--- config.mk ---
export PLATFORM = sky130hd
export DESIGN_NAME = branch_predictor
export DESIGN_NICKNAME = d
export VERILOG_FILES = /design/src/rtl/branch_predictor.sv
export SDC_FILE = /design/constraint.sdc
export NUM_CORES = 1
export LEC_CHECK = 0
export CORE_MARGIN = 2
export CORE_UTILIZATION = 25
export CTS_CLUSTER_DIAMETER = 200
export DETAILED_ROUTE_END_ITERATION = 10
export MAX_ROUTING_LAYER = met4
export PLACE_DENSITY = 0.47
export SLEW_MARGIN = 15
export SYNTH_ARGS = -nofsm -noshare
export SYNTH_HDL_FRONTEND = slang
export SYNTH_SLANG_ARGS = --single-unit
--- constraint.sdc ---
create_clock -name clk -period 36.9 [get_ports clk]
set_input_delay 7.38 -clock clk [delete_from_list [all_inputs] [get_ports clk]]
set_output_delay 7.38 -clock clk [all_outputs]
set_load 0.02 [all_outputs]
--- src/rtl/branch_predictor.sv ---
// branch_predictor: static BTFN / bimodal / gshare direction predictor with init sweep and statistics
module branch_predictor #(
  parameter int MODE       = 2,
  parameter int INDEX_BITS = 8,
  parameter int HIST_BITS  = 8,
  parameter int CNT_BITS   = 2,
  parameter int STAT_BITS  = 32
) (
  input  logic                  clk,
  input  logic                  resetn,
  output logic                  ready,
  input  logic                  pred_valid,
  input  logic [31:0]           pred_PC,
  input  logic [31:0]           pred_IR,
  output logic                  pred_taken,
  output logic [INDEX_BITS-1:0] pred_index,
  input  logic                  upd_valid,
  input  logic [INDEX_BITS-1:0] upd_index,
  input  logic                  upd_taken,
  input  logic                  upd_hit,
  output logic [STAT_BITS-1:0]  stat_branches,
  output logic [STAT_BITS-1:0]  stat_hits
);
  localparam logic [CNT_BITS-1:0] WNT = CNT_BITS'((1 << (CNT_BITS - 1)) - 1);
  typedef enum logic {INIT, RUN} state_t;
  state_t state, state_nx;
  logic [INDEX_BITS-1:0] ptr;
  logic unused_ok;
  // pred_valid is informational and some inputs go unused in static mode
  assign unused_ok = ^{pred_valid, pred_PC, pred_IR, upd_index, upd_taken};
  // state register; any reset restarts the clearing sweep
  always_ff @(posedge clk) begin
    if (!resetn) state <= INIT;
    else state <= state_nx;
  end
  // sweep pointer walks the table once while in INIT
  always_ff @(posedge clk) begin
    if (!resetn) ptr <= '0;
    else if (state == INIT) ptr <= ptr + INDEX_BITS'(1);
  end
  // leave INIT after the last entry is written; static mode has no table to clear
  always_comb state_nx = (state == RUN || MODE == 0 || &ptr) ? RUN : INIT;
  // ready follows the state directly
  always_comb ready = state == RUN;
  // saturating branch / hit counters, counting even during the sweep
  always_ff @(posedge clk) begin
    if (!resetn) begin
      stat_branches <= '0;
      stat_hits     <= '0;
    end else if (upd_valid) begin
      if (!(&stat_branches)) stat_branches <= stat_branches + STAT_BITS'(1);
      if (upd_hit && !(&stat_hits)) stat_hits <= stat_hits + STAT_BITS'(1);
    end
  end
  generate
    if (MODE == 0) begin : g_static
      assign pred_taken = pred_IR[31];
      assign pred_index = '0;
    end else begin : g_table
      logic [CNT_BITS-1:0] tbl [2**INDEX_BITS];
      logic [CNT_BITS-1:0] cnt, cnt_nx;
      logic [INDEX_BITS-1:0] hist;
      if (MODE == 2) begin : g_ghr
        logic [HIST_BITS-1:0] ghr;
        // non-speculative global history, shifted only by resolved branches
        always_ff @(posedge clk) begin
          if (!resetn) ghr <= '0;
          else if (state == RUN && upd_valid) ghr <= HIST_BITS'({ghr, upd_taken});
        end
        assign hist = INDEX_BITS'(ghr);
      end else begin : g_nohist
        assign hist = '0;
      end
      // same-cycle table read for decode and saturating next value for execute
      always_comb begin
        pred_index = pred_PC[INDEX_BITS+1:2] ^ hist;
        pred_taken = state == RUN ? tbl[pred_index][CNT_BITS-1] : pred_IR[31];
        cnt        = tbl[upd_index];
        cnt_nx     = upd_taken ? (&cnt ? cnt : cnt + CNT_BITS'(1)) : (|cnt ? cnt - CNT_BITS'(1) : cnt);
      end
      // sweep writes weakly-not-taken; afterwards only resolved branches write
      always_ff @(posedge clk) begin
        if (state == INIT) tbl[ptr] <= WNT;
        else if (upd_valid) tbl[upd_index] <= cnt_nx;
      end
    end
  endgenerate
endmodule

==> metrics.md <==
| Metric | Value |
|---|---|
| Pin count of the biggest net entering global routing | 110 |
| Final wirelength | roughly 80000 microns |
| CTS resizes | 0 |
| Post-CTS Setup Bufs | 0 |
| TritonCTS buffer count | between 60 and 70 |
| Post-synthesis async set-or-reset flop share | 0% |
| Worst Path Required | 29.52 ns |
| Worst reg2reg endpoint | g_table.tbl[194][0] |
| Top delay family on crit path | buffers and inverters |
| Count of final hold-check violations | 0 |
| Port buffer count | 95 |
| H-tree depth | 3 |
| DRT Pass-1 Iters | 7 |
| Die X-Extent | approximately 330 microns |
| Bufs on Longest Clock Path | 3 |
| Post-CTS Hold Fix Bufs | 0 |
| Setup crit end kind | output port |
| Sequential-to-total area share from yosys stat | 62.4% |
| Peak Freq | 51.7 MHz |
| Number of global-route vias before repair | between 15000 and 20000 |
| Drt wl/cell | approximately 23 microns |
| CTS tree | built |
| Chip height | around 330 microns |
| GR Util All Layers | between 10% and 20% |
| Worst Max-Slew Pin Slew | about 1.1 ns |
| Status | completed |
| Routability cong. | 0.834 |
| Crit Path Class | input port to output port |
| Setup TNS Final | 0 ns |
| Final HPWL DP | between 40000 and 50000 microns |
| Top FF cell, synth | edfxtp_1 |
| Final Net Count | roughly 2000 |
| Arr. time, crit path | between 10 and 15 ns |
| Worst skew pair latency | 0.61 ns |
| Syn-to-layout area delta | 16.7% |
| Critical path launch point type | input port |
| Reg2Reg Setup Slack | 32.46 ns |
| Total global routing overflow | 0 |
| Worst-path fanout max | 40 |
| First-pass GRT wire length | between 100000 and 150000 microns |
| Worst R2R Path Depth | 10 |
| Synth cell count leaders | edfxtp_1 (512), nor2_1 (279), mux4_2 (172) |
| Crit path largest cell delay | roughly 0.7 ns |
| Pwr Total | 1.44 mW |
| Post-Syn Instances | roughly 1800 |
| Post-synth EDFFs | about 500 |
| Vias | approximately 17000 |
| Max transition margin | 24.5% |
| Core Area | between 0.1 and 0.15 sq mm |
| Clock sink count | 593 |
| Clock slew at reported path FFs | about 0.06 ns |
| Top cells by area, synth | edfxtp_1 (56%), mux4_2 (14%), dfxtp_1 (6.0%) |
| DRC violations left | 0 |
| Worst reg2reg startpoint | g_table.tbl[219][0] |
| Max Transition Viols Final | 0 |
| Max-cap violations | 0 |
| WP buf/inv | 4 |
| Yosys top cell area share | a little under three fifths |
| Post-synth net total | between 1500 and 2000 |
| Critical path origin | pred_PC[3] |
| Io pins | 152 |
| Hold Crit Class | flop to flop |
| Register bit total from synthesis | about 590 |
| # setup viols final | 0 |
| Worst path depth | 11 |
| Die area | between 0.1 and 0.15 sq mm |
| Synth unique cells | 68 |
| Largest area contributor in the netlist | edfxtp_1 |
| Leakage | ~10 nW |
| Slowest CP cell | buf_4 |
| Starting Density | between 20 and 30% |
| Period utilisation layout | 52.4% |
| Crit-path cells | clkdlybuf4s50_1 -> xor2_4 -> buf_4 -> buf_4 -> mux4_2 -> mux4_2 -> a22oi_1 -> a21oi_1 -> o211ai_1 -> o21ai_1 -> clkdlybuf4s50_1 |
| Setup crit end | pred_taken |
| RSZ-0062 raised after global routing | no |
| Root buffer cell | clkbuf_16 |
| DR vias/cell | 4.92 |
| Top-count cell post-synth | edfxtp_1 |
| Power per Cell Area | roughly 45 mW/mm^2 |
| Row cnt | 121 |
| Mapped Area | approximately 0.027 sq mm |
| Fraction of layout cells with a size suffix above 1 | between 10% and 20% |
| Avg Cell Area, Syn | between 10 and 15 sq um |
| Post-route antenna net violation count | 0 |
| DRT iter0 DRCs | approximately 1500 |
| Final min period | slightly below 20 ns |
| Skew final | approximately 0.027 ns |
| Initial antenna violation count | 3 |
| Synth warn | 0 |
| Worst VDD drop | 28.5 uV |
[how the worst min path moves through the flow]
stage / start / end / slack (ns) / depth (start not counted)
floorplan: g_table.g_ghr.ghr[7] / g_table.g_ghr.ghr[7] / 0.46 / 2
global placement: g_table.g_ghr.ghr[4] / g_table.g_ghr.ghr[5] / 0.49 / 2
detailed placement: g_table.g_ghr.ghr[4] / g_table.g_ghr.ghr[4] / 0.49 / 2
global route: g_table.g_ghr.ghr[2] / g_table.g_ghr.ghr[2] / 0.52 / 2
finish: g_table.g_ghr.ghr[4] / g_table.g_ghr.ghr[4] / 0.51 / 2
CTS: g_table.g_ghr.ghr[4] / g_table.g_ghr.ghr[4] / 0.50 / 2
[cell type report]
| cell class | count | area, sq um |
|---|---|---|
| fillers | 10800 | 76600 |
| flip-flops and latches | 593 | 17000 |
| multi-input cells | 1111 | 9590 |
| clock buffers | 86 | 1810 |
| well taps | 1414 | 1770 |
| repair buffers | 137 | 1270 |
| clock inverters | 30 | 280 |
| inverters | 16 | 60.1 |
| diodes | 1 | 2.50 |
[state kept, by name (all words and copies together) (netlist names)]
name / flops
g_table.g_ghr.ghr: 8
g_table.tbl: 512
ptr: 8
ready: 1
stat_branches: 32
stat_hits: 32
[power by group]
part	leakage (nW)	switching, mW	internal, mW
Combinational	3.35	0.0483	0.0277
Clock	1.01	0.267	0.381
Sequential	5.94	0.00113	0.719
Total	10.3	0.317	1.13
[layer usage]
layer / track usage, % / vias to the layer above / wire, microns
li1: - / 7300 / -
met1: 18.8 / 8680 / 34000
met2: 22.3 / 581 / 36700
met3: 3.55 / 124 / 5980
met4: 4.20 / 0 / 2010
met5: - / - / 0
[layout by cell type, fill, tap and decap left out, drive strengths merged, types with 8 or more instances in the layout]
cell and instances:
edfxtp 512, buf 47, mux2 11, inv 15, a21boi 16, xnor2 50, nor2 279, clkbuf 86
and4 9, mux2i 34, nand3 42, or3 9, a21oi 27, clkdlybuf4s50 90, nand2 137, nor2b 18
xor2 19, mux4 188, nand3b 8, and2 56, a22oi 24, o21ai 20, clkinv 23, nand4 38
nor3 20, nor4 9, o22ai 10, nand2b 12, dfxtp 81, o221ai 13, a31oi 9
[metrics by stage]
stage | cells | hold WS [ns] | area [sq um] | setup WS, ns | utilization (%)
after detailed placement | 3271 | 0.494 | 29700 | 17.63 | 27.4
after CTS | 3387 | 0.502 | 31800 | 17.62 | 29.3
final | 3388 | 0.506 | 31800 | 17.55 | 29.3
after floorplan | 1839 | 0.455 | 27200 | 19.94 | -
after global routing | 3388 | 0.519 | 31800 | 17.40 | 29.3
after global placement | 3271 | 0.486 | 29700 | 17.59 | 27.4
[cells by family after synthesis]
family / count (synthesis) / share of synthesized area [%]
adders and majority gates: 4 / 0.179
AOI/OAI and AO/OA: 156 / 3.99
muxes: 233 / 17.5
and+or+nand+nor: 649 / 11.1
DFF: 593 / 62.4
buffers and inverters: 135 / 2.60
xor gates and xnor gates: 69 / 2.22
[tightest hold or removal path, stage by stage, from the launching register on]
cell,delay [ns]
dfxtp_1,0.33
nand2_1,0.06
a21boi_0,0.07
(Power assumes the default switching activity.)
